## src/rtl/idma_aw_burst_sched_pkg.sv

```systemverilog
// Shared types, AXI constants and the burst-size helper for the DMA
// write-address scheduler.
package idma_sched_pkg;

    typedef enum logic [1:0] {
        IDLE  = 2'd0,
        ISSUE = 2'd1,
        DRAIN = 2'd2,
        DONE  = 2'd3
    } sched_state_e;

    localparam logic [1:0] AXI_BURST_INCR = 2'b01;
    localparam logic [1:0] AXI_RESP_OKAY  = 2'b00;
    localparam int         PAGE_BYTES     = 4096;

    // Beats of the next burst: the smallest of the remaining beats, the
    // burst-length cap and the beats left before the next 4 KB page.
    // addr is the page offset, size is log2 of the bytes per beat.
    function automatic logic [8:0] calc_beats(
        input logic [11:0] addr,
        input logic [31:0] rem,
        input logic [8:0]  max,
        input logic [2:0]  size
    );
        logic [12:0] room_bytes;
        logic [31:0] room;
        logic [31:0] n;
        room_bytes = 13'(PAGE_BYTES) - {1'b0, addr};
        room       = 32'(room_bytes >> size);
        n          = rem;
        if ({23'd0, max} < n) n = {23'd0, max};
        if (room < n)         n = room;
        return n[8:0];
    endfunction

endpackage

```

## src/rtl/idma_aw_burst_sched_if.sv

```systemverilog
// Descriptor, AW, B and completion signals of the DMA write-address
// scheduler. master = scheduler side, slave = requesters/interconnect side.
// Optional perf counter signals exist only with IDMA_AW_SCHED_PERF_EN.
interface idma_aw_burst_sched_if #(
    parameter int NUM_REQ = 2,
    parameter int ADDR_W  = 32,
    parameter int LEN_W   = 16
);
    localparam int ID_W = $clog2(NUM_REQ);

    logic [NUM_REQ-1:0]        req_valid;
    logic [NUM_REQ-1:0]        req_ready;
    logic [NUM_REQ*ADDR_W-1:0] req_addr;
    logic [NUM_REQ*LEN_W-1:0]  req_bytes;

    logic                      awvalid;
    logic                      awready;
    logic [ADDR_W-1:0]         awaddr;
    logic [7:0]                awlen;
    logic [2:0]                awsize;
    logic [1:0]                awburst;
    logic [ID_W-1:0]           awid;

    logic                      bvalid;
    logic                      bready;
    logic [1:0]                bresp;

    logic                      done_valid;
    logic [ID_W-1:0]           done_id;
    logic                      done_err;
    logic                      busy;
`ifdef IDMA_AW_SCHED_PERF_EN
    logic [31:0]               perf_bursts;
    logic [31:0]               perf_stall;
`endif

    modport master (
        input  req_valid, req_addr, req_bytes, awready, bvalid, bresp,
        output req_ready, awvalid, awaddr, awlen, awsize, awburst, awid,
        output bready, done_valid, done_id, done_err, busy
`ifdef IDMA_AW_SCHED_PERF_EN
        , output perf_bursts, perf_stall
`endif
    );

    modport slave (
        output req_valid, req_addr, req_bytes, awready, bvalid, bresp,
        input  req_ready, awvalid, awaddr, awlen, awsize, awburst, awid,
        input  bready, done_valid, done_id, done_err, busy
`ifdef IDMA_AW_SCHED_PERF_EN
        , input perf_bursts, perf_stall
`endif
    );

endinterface

```

## src/rtl/idma_aw_burst_sched_arb.sv

```systemverilog
// Round-robin arbiter: grants the first requester at or after the pointer;
// the pointer moves past the winner when the grant is taken.
module idma_rr_arbiter #(
    parameter int NUM_REQ = 2
) (
    input  logic                       aclk,
    input  logic                       aresetn,
    input  logic [NUM_REQ-1:0]         i_req,
    input  logic                       i_advance,
    output logic [NUM_REQ-1:0]         o_grant,
    output logic [$clog2(NUM_REQ)-1:0] o_grant_idx
);
    localparam int ID_W = $clog2(NUM_REQ);

    logic [ID_W-1:0] r_ptr;

    // Rotating priority search starting at the pointer.
    always_comb begin
        o_grant     = '0;
        o_grant_idx = '0;
        for (int off = 0; off < NUM_REQ; off++) begin
            int  idx;
            idx = int'(r_ptr) + off;
            if (idx >= NUM_REQ) idx = idx - NUM_REQ;
            if (o_grant == '0 && i_req[idx]) begin
                o_grant[idx] = 1'b1;
                o_grant_idx  = ID_W'(idx);
            end
        end
    end

    // Pointer update to the requester after the winner, wrapping at NUM_REQ.
    always_ff @(posedge aclk or negedge aresetn) begin
        if (!aresetn) begin
            r_ptr <= '0;
        end else if (i_advance && o_grant != '0) begin
            r_ptr <= (o_grant_idx == ID_W'(NUM_REQ - 1)) ? '0 : o_grant_idx + 1'b1;
        end
    end

endmodule

```

## src/rtl/idma_aw_burst_sched.sv

```systemverilog
// DMA write-address scheduler: grants descriptors round-robin, splits them
// into INCR bursts (length cap, no 4 KB crossing), caps outstanding bursts,
// and reports completion with a sticky error flag.
// Optional: define IDMA_AW_SCHED_PERF_EN for saturating perf counters.
module idma_aw_burst_sched
    import idma_sched_pkg::*;
#(
    parameter int NUM_REQ   = 2,
    parameter int ADDR_W    = 32,
    parameter int DATA_W    = 32,
    parameter int LEN_W     = 16,
    parameter int MAX_BEATS = 16,
    parameter int MAX_OUTST = 4
) (
    input  logic                  aclk,
    input  logic                  aresetn,
    idma_aw_burst_sched_if.master bus
);
    localparam int BEAT_B = DATA_W / 8;
    localparam int SIZE   = $clog2(BEAT_B);
    localparam int ID_W   = $clog2(NUM_REQ);
    localparam int OUT_W  = $clog2(MAX_OUTST + 1);
    localparam logic [OUT_W-1:0] MAX_O = OUT_W'(MAX_OUTST);

    sched_state_e      r_state;
    logic [ADDR_W-1:0] r_addr;
    logic [LEN_W-1:0]  r_rem;
    logic [ID_W-1:0]   r_id;
    logic              r_err;
    logic              r_have;
    logic [8:0]        r_beats;
    logic [OUT_W-1:0]  r_outst;
    logic              r_awvalid;
    logic [ADDR_W-1:0] r_awaddr;
    logic [7:0]        r_awlen;
    logic [ID_W-1:0]   r_awid;
    logic              r_done_valid;
    logic [ID_W-1:0]   r_done_id;
    logic              r_busy;

    logic [NUM_REQ-1:0] w_grant;
    logic [ID_W-1:0]    w_grant_idx;
    logic               w_any;
    logic               w_advance;
    logic [ADDR_W-1:0]  w_sel_addr;
    logic [LEN_W-1:0]   w_sel_bytes;
    logic               w_aw_hs;
    logic               w_b;
    logic [8:0]         w_beats;

    idma_rr_arbiter #(.NUM_REQ(NUM_REQ)) u_arb (
        .aclk        (aclk),
        .aresetn     (aresetn),
        .i_req       (bus.req_valid),
        .i_advance   (w_advance),
        .o_grant     (w_grant),
        .o_grant_idx (w_grant_idx)
    );

    assign w_any       = |w_grant;
    assign w_advance   = (r_state == IDLE) && w_any;
    assign w_sel_addr  = bus.req_addr[w_grant_idx*ADDR_W +: ADDR_W];
    assign w_sel_bytes = bus.req_bytes[w_grant_idx*LEN_W +: LEN_W];
    assign w_aw_hs     = r_awvalid && bus.awready;
    // B responses with nothing outstanding (e.g. left over from before a
    // reset) are ignored.
    assign w_b         = bus.bvalid && (r_outst != '0);
    assign w_beats     = calc_beats(r_addr[11:0], 32'(r_rem), 9'(MAX_BEATS), 3'(SIZE));

    assign bus.req_ready  = (r_state == IDLE) ? w_grant : '0;
    assign bus.awvalid    = r_awvalid;
    assign bus.awaddr     = r_awaddr;
    assign bus.awlen      = r_awlen;
    assign bus.awsize     = 3'(SIZE);
    assign bus.awburst    = AXI_BURST_INCR;
    assign bus.awid       = r_awid;
    assign bus.bready     = 1'b1;
    assign bus.done_valid = r_done_valid;
    assign bus.done_id    = r_done_id;
    assign bus.done_err   = r_err;
    assign bus.busy       = r_busy;

    // Outstanding-burst counter: +1 per AW handshake, -1 per B response.
    always_ff @(posedge aclk or negedge aresetn) begin
        if (!aresetn) begin
            r_outst <= '0;
        end else begin
            case ({w_aw_hs, w_b})
                2'b10:   r_outst <= r_outst + 1'b1;
                2'b01:   r_outst <= r_outst - 1'b1;
                default: r_outst <= r_outst;
            endcase
        end
    end

    // Descriptor FSM with registered AW and completion outputs.
    always_ff @(posedge aclk or negedge aresetn) begin
        if (!aresetn) begin
            r_state      <= IDLE;
            r_addr       <= '0;
            r_rem        <= '0;
            r_id         <= '0;
            r_err        <= 1'b0;
            r_have       <= 1'b0;
            r_beats      <= '0;
            r_awvalid    <= 1'b0;
            r_awaddr     <= '0;
            r_awlen      <= '0;
            r_awid       <= '0;
            r_done_valid <= 1'b0;
            r_done_id    <= '0;
            r_busy       <= 1'b0;
        end else begin
            case (r_state)
                IDLE: begin
                    if (w_any) begin
                        r_addr  <= w_sel_addr;
                        r_rem   <= w_sel_bytes >> SIZE;
                        r_id    <= w_grant_idx;
                        r_err   <= 1'b0;
                        r_have  <= 1'b0;
                        r_busy  <= 1'b1;
                        r_state <= ISSUE;
                    end
                end
                ISSUE: begin
                    if (!r_have) begin
                        // Calculation cycle: size the next burst and latch it.
                        r_awaddr  <= r_addr;
                        r_awlen   <= 8'(w_beats - 9'd1);
                        r_awid    <= r_id;
                        r_beats   <= w_beats;
                        r_have    <= 1'b1;
                        r_awvalid <= (r_outst < MAX_O);
                    end else if (!r_awvalid) begin
                        // Held back by the outstanding cap; B can only free slots.
                        if (r_outst < MAX_O) r_awvalid <= 1'b1;
                    end else if (bus.awready) begin
                        r_awvalid <= 1'b0;
                        r_have    <= 1'b0;
                        r_addr    <= r_addr + (ADDR_W'(r_beats) << SIZE);
                        r_rem     <= r_rem - LEN_W'(r_beats);
                        if (r_rem == LEN_W'(r_beats)) r_state <= DRAIN;
                    end
                end
                DRAIN: begin
                    if (r_outst == '0) begin
                        r_done_valid <= 1'b1;
                        r_done_id    <= r_id;
                        r_state      <= DONE;
                    end
                end
                DONE: begin
                    r_done_valid <= 1'b0;
                    r_busy       <= 1'b0;
                    r_state      <= IDLE;
                end
                default: r_state <= IDLE;
            endcase
            if (w_b && bus.bresp[1]) r_err <= 1'b1;
        end
    end

`ifdef IDMA_AW_SCHED_PERF_EN
    logic [31:0] r_perf_bursts;
    logic [31:0] r_perf_stall;

    // Saturating counters of AW handshakes and AW back-pressure cycles.
    always_ff @(posedge aclk or negedge aresetn) begin
        if (!aresetn) begin
            r_perf_bursts <= '0;
            r_perf_stall  <= '0;
        end else begin
            if (w_aw_hs && r_perf_bursts != '1) r_perf_bursts <= r_perf_bursts + 1'b1;
            if (r_awvalid && !bus.awready && r_perf_stall != '1) r_perf_stall <= r_perf_stall + 1'b1;
        end
    end

    assign bus.perf_bursts = r_perf_bursts;
    assign bus.perf_stall  = r_perf_stall;
`endif

    a_bytes_legal: assert property (@(posedge aclk) disable iff (!aresetn)
        w_advance |-> (w_sel_bytes != '0 && ((w_sel_bytes >> SIZE) << SIZE) == w_sel_bytes));

    a_outst_cap: assert property (@(posedge aclk) disable iff (!aresetn)
        r_outst <= MAX_O);

endmodule

```

## src/flat_wrapper.sv

```systemverilog
// flat-port wrapper written by rule: the top's interface ports become plain ports
module idma_aw_burst_sched_flat import idma_sched_pkg::*;
#(
    parameter int NUM_REQ   = 2,
    parameter int ADDR_W    = 32,
    parameter int DATA_W    = 32,
    parameter int LEN_W     = 16,
    parameter int MAX_BEATS = 16,
    parameter int MAX_OUTST = 4
)
  (aclk, aresetn, bus_req_valid, bus_req_addr, bus_req_bytes, bus_awready, bus_bvalid, bus_bresp, bus_req_ready, bus_awvalid, bus_awaddr, bus_awlen, bus_awsize, bus_awburst, bus_awid, bus_bready, bus_done_valid, bus_done_id, bus_done_err, bus_busy);
  idma_aw_burst_sched_if #(.NUM_REQ(NUM_REQ), .ADDR_W(ADDR_W), .LEN_W(LEN_W)) bus_i ();
  input  logic aclk;
  input  logic aresetn;
  input wire logic [$bits(bus_i.req_valid)-1:0] bus_req_valid;
  input wire logic [$bits(bus_i.req_addr)-1:0] bus_req_addr;
  input wire logic [$bits(bus_i.req_bytes)-1:0] bus_req_bytes;
  input wire logic [$bits(bus_i.awready)-1:0] bus_awready;
  input wire logic [$bits(bus_i.bvalid)-1:0] bus_bvalid;
  input wire logic [$bits(bus_i.bresp)-1:0] bus_bresp;
  output wire logic [$bits(bus_i.req_ready)-1:0] bus_req_ready;
  output wire logic [$bits(bus_i.awvalid)-1:0] bus_awvalid;
  output wire logic [$bits(bus_i.awaddr)-1:0] bus_awaddr;
  output wire logic [$bits(bus_i.awlen)-1:0] bus_awlen;
  output wire logic [$bits(bus_i.awsize)-1:0] bus_awsize;
  output wire logic [$bits(bus_i.awburst)-1:0] bus_awburst;
  output wire logic [$bits(bus_i.awid)-1:0] bus_awid;
  output wire logic [$bits(bus_i.bready)-1:0] bus_bready;
  output wire logic [$bits(bus_i.done_valid)-1:0] bus_done_valid;
  output wire logic [$bits(bus_i.done_id)-1:0] bus_done_id;
  output wire logic [$bits(bus_i.done_err)-1:0] bus_done_err;
  output wire logic [$bits(bus_i.busy)-1:0] bus_busy;
  assign bus_i.req_valid = bus_req_valid;
  assign bus_i.req_addr = bus_req_addr;
  assign bus_i.req_bytes = bus_req_bytes;
  assign bus_i.awready = bus_awready;
  assign bus_i.bvalid = bus_bvalid;
  assign bus_i.bresp = bus_bresp;
  assign bus_req_ready = bus_i.req_ready;
  assign bus_awvalid = bus_i.awvalid;
  assign bus_awaddr = bus_i.awaddr;
  assign bus_awlen = bus_i.awlen;
  assign bus_awsize = bus_i.awsize;
  assign bus_awburst = bus_i.awburst;
  assign bus_awid = bus_i.awid;
  assign bus_bready = bus_i.bready;
  assign bus_done_valid = bus_i.done_valid;
  assign bus_done_id = bus_i.done_id;
  assign bus_done_err = bus_i.done_err;
  assign bus_busy = bus_i.busy;
  idma_aw_burst_sched #(.NUM_REQ(NUM_REQ), .ADDR_W(ADDR_W), .DATA_W(DATA_W), .LEN_W(LEN_W), .MAX_BEATS(MAX_BEATS), .MAX_OUTST(MAX_OUTST)) u_core (.aclk(aclk), .aresetn(aresetn), .bus(bus_i));
endmodule
```

## config.mk

```make
export PLATFORM = sky130hd
export DESIGN_NAME = idma_aw_burst_sched_flat
export DESIGN_NICKNAME = d
export VERILOG_FILES = /design/src/rtl/idma_aw_burst_sched_pkg.sv /design/src/rtl/idma_aw_burst_sched_if.sv /design/src/rtl/idma_aw_burst_sched_arb.sv /design/src/rtl/idma_aw_burst_sched.sv /design/src/flat_wrapper.sv
export SDC_FILE = /design/constraint.sdc
export NUM_CORES = 1
export LEC_CHECK = 0
export CAP_MARGIN = 10
export CORE_MARGIN = 2
export CORE_UTILIZATION = 35
export DETAILED_ROUTE_END_ITERATION = 8
export PLACE_DENSITY_LB_ADDON = 0.08
export SLEW_MARGIN = 20
export SYNTH_ARGS = -nofsm -noshare
export SYNTH_HDL_FRONTEND = slang
export SYNTH_SLANG_ARGS = --single-unit
```

## constraint.sdc

```tcl
create_clock -name aclk -period 7.3 [get_ports aclk]
set_clock_uncertainty 0.1 [all_clocks]
set_input_delay 1.46 -clock aclk [delete_from_list [all_inputs] [get_ports aclk]]
set_output_delay 1.46 -clock aclk [all_outputs]
set_load 0.02 [all_outputs]
```

; Yosys cells after proc, flatten, opt, wreduce, memory -nomap -nowiden
; Index checks and enable logic that the tools add are counted.
[totals]
memories = 0
ramBits = 0
inputBits = 104
reg_bits = 111
word_cells = 132
latch_bits = 0
romBits = 0
[op_classes]
muxes = 52
order_cmp = 9
shift = 2
n_bitwise = 2
mul = 0
n_eq_ne = 12
addsub = 10
n_div = 0
reduce_logical = 29
[ops]
columns = operator, count
row1 = 32-bit two-way mux, 6
row2 = 16-bit two-way mux, 5
row3 = "32-bit by 1-bit >= comparator with 1-bit output, second input constant", 2
row4 = "32-bit by 3-bit less-than comparator with 1-bit output, second input constant", 2
row5 = 32-bit case mux with 2 select lines, 1
row6 = 64-bit by 7-bit indexed part select with 32-bit output, 1
row7 = 32-bit by 11-bit adder with 32-bit output, 1
row8 = 16-bit case mux with 2 select lines, 1
row9 = 32-bit by 6-bit indexed part select with 16-bit output, 1
row10 = 1-bit two-way mux, 22
row11 = 2-bit two-way mux, 9
row12 = 16-bit by 9-bit equality test with 1-bit output, 1
row13 = 11-bit by 16-bit less-than comparator with 1-bit output, 1
row14 = "5-bit by 16-bit less-than comparator with 1-bit output, first input constant", 1
row15 = 16-bit by 9-bit subtractor with 16-bit output, 1
row16 = 2-bit AND reduction, 7
row17 = 2-bit nonzero test, 7
row18 = "13-bit by 12-bit subtractor with 13-bit output, first input constant", 1
row19 = "2-bit by 1-bit != test with 1-bit output, second input constant", 5
row20 = 9-bit two-way mux, 1
row21 = 1-bit logical AND, 8
row22 = 2-bit case mux with 4 select lines, 1
row23 = "8-bit by 1-bit subtractor with 8-bit output, second input constant", 1
row24 = "2-bit equality test, second input constant", 3
row25 = other kinds (22), 27

; Depth between registers and ports, before layout
[depth]
depth_word = 14
depth_mapped = 19
ltp_nobuf = 19

; Modules after synthesis
; A second synthesis with hierarchy kept.
[hier_totals]
hier_cells = 863
hier_area_um2 = 7343.3
[by_module_without_submodules]
columns = module, area_each_um2, seq_area_each_um2, n_inst, cells_per_inst
row1 = idma_aw_burst_sched, 7280.7, 2752.6, 1, 856
row2 = idma_rr_arbiter, 62.6, 25.0, 1, 7

; Worst setup path before layout
; No wires, ideal clock.
[synth_timing]
path_type = register -> register
from = register u_core.r_addr[3]
to = register u_core.r_awlen[6], in the netlist u_core.bus.awlen[6]
setup_ns = 0.083
n_path_buf = 0
setup_slack_ns = 2.267
path_stages_with_launch = 20
period_less_slack_ns = 5.033
arrival_ns = 4.851
required_ns = 7.117
cell_sequence = dfrtp_1 > or4_1 > or3_4 > or3_1 > or3_1 > o21a_1 > nor2_1 > ha_1 > a21oi_1 > nor2b_1 > a2111o_1 > o21ai_4 > mux2i_1 > ha_1 > nand2_1 > nor4b_1 > a21oi_1 > xnor2_1 > mux2_2 > o21ai_0
[synth_via]
elab_chain_len = 4
[synth_rtl]
columns = element, line_no
row1 = start: declaration, idma_aw_burst_sched.sv:26  ; logic [ADDR_W-1:0] r_addr;
row2 = start signal: assignment, idma_aw_burst_sched.sv:117  ; r_addr <= w_sel_addr;
row3 = start signal: assignment, idma_aw_burst_sched.sv:141  ; r_addr <= r_addr + (ADDR_W'(r_beats) << SIZE);
row4 = 13-bit by 12-bit subtractor with 13-bit output *, idma_aw_burst_sched_pkg.sv:28  ; room_bytes = 13'(PAGE_BYTES) - {1'b0, addr};
row5 = 11-bit by 16-bit less-than comparator with 1-bit output, idma_aw_burst_sched_pkg.sv:32  ; if (room < n) n = room;
row6 = 9-bit two-way mux *, idma_aw_burst_sched_pkg.sv:32
row7 = 8-bit by 1-bit subtractor with 8-bit output *, idma_aw_burst_sched.sv:130  ; r_awlen <= 8'(w_beats - 9'd1);
row8 = end signal: assignment, idma_aw_burst_sched.sv:130
row9 = end: declaration, idma_aw_burst_sched.sv:35  ; logic [7:0] r_awlen;
; Mark *: on every way between the ends. The rest lies on a longest branch, timed or not.
; A chain may end at the register's enable or synchronous reset.

; Final worst setup path
; Same ends and word-level chain as after synthesis.

==> results.md <==
* Slew headroom at 0.3343
* Synth area leader: dfrtp_1
* Final core utilization at 0.4499
* Die height at 149.1 um
* Crit path DAT at 6.00 ns
* Initial antenna violation count at 0
* Final period util at 0.7961
* EDFF count, synth at 0
* Post-synth top cells: nand2_1 (232), dfrtp_1 (111), o21ai_0 (79)
* Slowest CP cell: or4_1
* Setup crit start kind: flip-flop
* CP Capture Type: flip-flop
* Worst Tran Pin Value at 0.9985 ns
* Drt first pass iters at 5
* Post-route ant nets at 0
* IO Pins at 158
* Longest Clk Path Bufs at 2
* Share of cells above drive strength 1 at 0.04493
* Grt total ovfl at 0
* Placed cell area at 0.009040 mm2
* Ant diodes at 0
* Busiest grt layer: met2
* Initial core utilization at 0.3539
* Synth Register Bits at 111
* Worst-path maximum fanout at 18
* Clock slew at reported path FFs at 0.08 ns
* Netlist Area Pre-Place at 0.007370 mm2
* Post-CTS sizing at 0
* Syn_area_per_cell at 7.976 um2
* Final max-slew violation count at 0
* Crit path largest cell delay at 0.63 ns
* Max-cap violation count at 0
* Final Cell Area at 0.009368 mm2
* CORE AREA at 0.02082 mm2
* Clock Sinks at 111
* CP Data Required Time at 7.49 ns
* Outcome: complete, no violations
* Buf+Inv Stages, Crit Path at 0
* Highest clock rate at 0.1721 GHz
* Min-delay worst type: reg -> reg
* Crit-path cells: or4_1 > or3_4 > or3_1 > or3_1 > o21a_1 > nor2_1 > ha_1 > a21oi_1 > nor2b_1 > a2111o_1 > o21ai_4 > mux2i_1 > ha_1 > nand2_1 > nor4b_1 > a21oi_1 > xnor2_1 > mux2_2 > o21ai_0
* Min cycle time layout at 5.812 ns
* Worst setup path category: reg -> reg
* First-pass GRT wire length at 36320 um
* Fraction of registers with async set or reset after synthesis at 1.000
* GRT Total Usage at 0.2084
* Routed wire per std cell at 16.99 um
* Distinct cells, synth at 67
* CTS tree: built
* Gpl congestion at 0.8006
* Nets at 1183
* Post-Syn Instances at 924
* IO Port Bufs at 146
* Met3 usage at 0.03976
* Root Driver: clkbuf_16
* Final HPWL DP at 16250 um
* Via count at 6833
* Vias in the first global route at 6750
* Setup TNS at 0 ns
* Total power at 0.004380 W
* Flop2flop setup slack at 1.49 ns
* Remaining DRCs at 0
* Synth area leaders: dfrtp_1 (38%), nand2_1 (12%), ha_1 (5.9%), o21ai_0 (5.4%), a21oi_1 (4.4%)
* Critical path's top delay family: simple AND/OR/NAND/NOR gates
* Synth top area share at 0.3769
* Yosys warnings at 0
* # setup viols final at 0
* Met1 Use GR at 0.2874
* Syn-to-layout area delta at 27.11%
* Vias/cell at 5.173
* Final Hold Viols at 0
* TritonCTS buffer count at 9
* WL final at 22440 um
* Ys flop type: dfrtp_1
* Die area at 0.02223 mm2
* Die width at 149.1 um
* Post-CTS Setup Bufs at 0
* Setup WS post-layout at 1.488 ns
* PD cells at 467.5 mW/mm2
* RSZ-0062 raised after global routing: false
* Largest net degree at the start of global routing at 65
* Sequential fraction of the synthesis area at 0.3769
* VDD IR max at 0.0002691 V
* H-tree level count at 3
* Clk_lat worst skew at 0.37 ns
* Detailed Route Iter0 Violations at 329
* LEAKAGE at 4.081 nW
* Row count at 53
* Pre-CTS setup slack at 1.499 ns
* Top-count cell post-synth: nand2_1
* # hold bufs at CTS at 0
* M2 GR Usage at 0.3433
==> layout by cell type (no fill, tap or decap), types with 4 or more instances in the layout <==
| cell | instances |
|---|---|
| nor4_1 | 4 |
| nor3_1 | 16 |
| o31ai_1 | 8 |
| o21a_1 | 10 |
| nor2b_1 | 5 |
| clkbuf_16 | 9 |
| and2_1 | 5 |
| or4_1 | 9 |
| a21o_1 | 7 |
| o21ai_0 | 78 |
| xnor2_1 | 12 |
| clkdlybuf4s50_1 | 145 |
| nand4_1 | 11 |
| and4_1 | 5 |
| or3_1 | 6 |
| a211oi_1 | 7 |
| o21ai_1 | 4 |
| conb_1 | 12 |
| ha_1 | 34 |
| buf_4 | 12 |
| nand2_1 | 232 |
| a21oi_1 | 65 |
| a31oi_1 | 8 |
| o211ai_1 | 5 |
| inv_1 | 37 |
| nand3_1 | 43 |
| mux2i_1 | 29 |
| xor2_1 | 7 |
| dfrtp_1 | 111 |
| and3_1 | 7 |
| nor2_1 | 38 |
| o311a_1 | 5 |
==> per-stage QoR <==
| stage | instances | hold slack, ns |
|---|---|---|
| finish | 1321 | 0.3762 |
| global route | 1321 | 0.3937 |
| CTS | 1321 | 0.3848 |
| detailed placement | 1305 | 0.3632 |
| global placement | 1305 | 0.3613 |
| floorplan | 934 | 0.3497 |
==> flip-flops by register name, summed over array words and instances, names as in the netlist <==
signal	cells
u_core.bus.done_valid	1
u_core.bus.awid	1
u_core.r_beats	9
u_core.bus.awlen	8
u_core.r_state	2
u_core.bus.awvalid	1
u_core.r_addr	32
u_core.r_id	1
u_core.r_have	1
u_core.bus.awaddr	32
u_core.r_outst	3
u_core.bus.done_err	1
u_core.u_arb.r_ptr	1
u_core.bus.done_id	1
u_core.r_rem	16
u_core.bus.busy	1
==> kinds of logic (layout without fill, tap and decap cells) <==
logic type               count (synthesis)  count (layout)  synth area share
AND/OR/NAND/NOR                        393             393            0.2384
AO/OA/AOI/OAI                          230             230            0.1922
flip-flops                             111             111            0.3769
buffers and inverters                   98             210           0.05535
adder cells (fa/ha/maj)                 38              38           0.06757
multiplexers                            33              33           0.04601
XOR/XNOR                                19              19           0.02258
other                                    2              12          0.001019
==> report_power, final <==
group / switching (W) / internal [W]
sequential: 0.000334 / 0.000922
clock: 0.000270 / 0.000280
combinational: 0.00152 / 0.00106
total: 0.00212 / 0.00226
==> worst paths after layout <==
kind,startpoint,end,cells past startpoint
worst max-delay path,u_core.r_addr[3],u_core.bus.awlen[6],19
worst min-delay path,u_core.bus.awaddr[6],u_core.bus.awaddr[6],2
worst max register to register,u_core.r_addr[3],u_core.bus.awlen[6],19
worst min register to register,u_core.bus.awaddr[6],u_core.bus.awaddr[6],2
max in group asynchronous,aresetn,u_core.bus.awaddr[30],2
min in group asynchronous,aresetn,u_core.r_addr[4],1
==> tightest hold or removal path, delay by kind of cell, from the launching register on <==
kind	cells	cell delay [ns]
DFF	1	0.35
and+or+nand+nor	2	0.10
==> per-layer routing <==
layer	vias to the layer above	routed length (um)
met2	132	10450
met4	0	239
met1	3239	10850
li1	3449	-
met3	13	896
met5	-	0
==> final cells by class <==
class,instances,area [um2]
inverters,37,138.9
well taps,275,344.1
fillers,2111,11450
repair buffers,157,1541
clock inverters,7,102.6
flip-flops and latches,111,2778
multi-input cells,725,4238
clock buffers,9,225.2
Power figures use the tool's default switching activity.
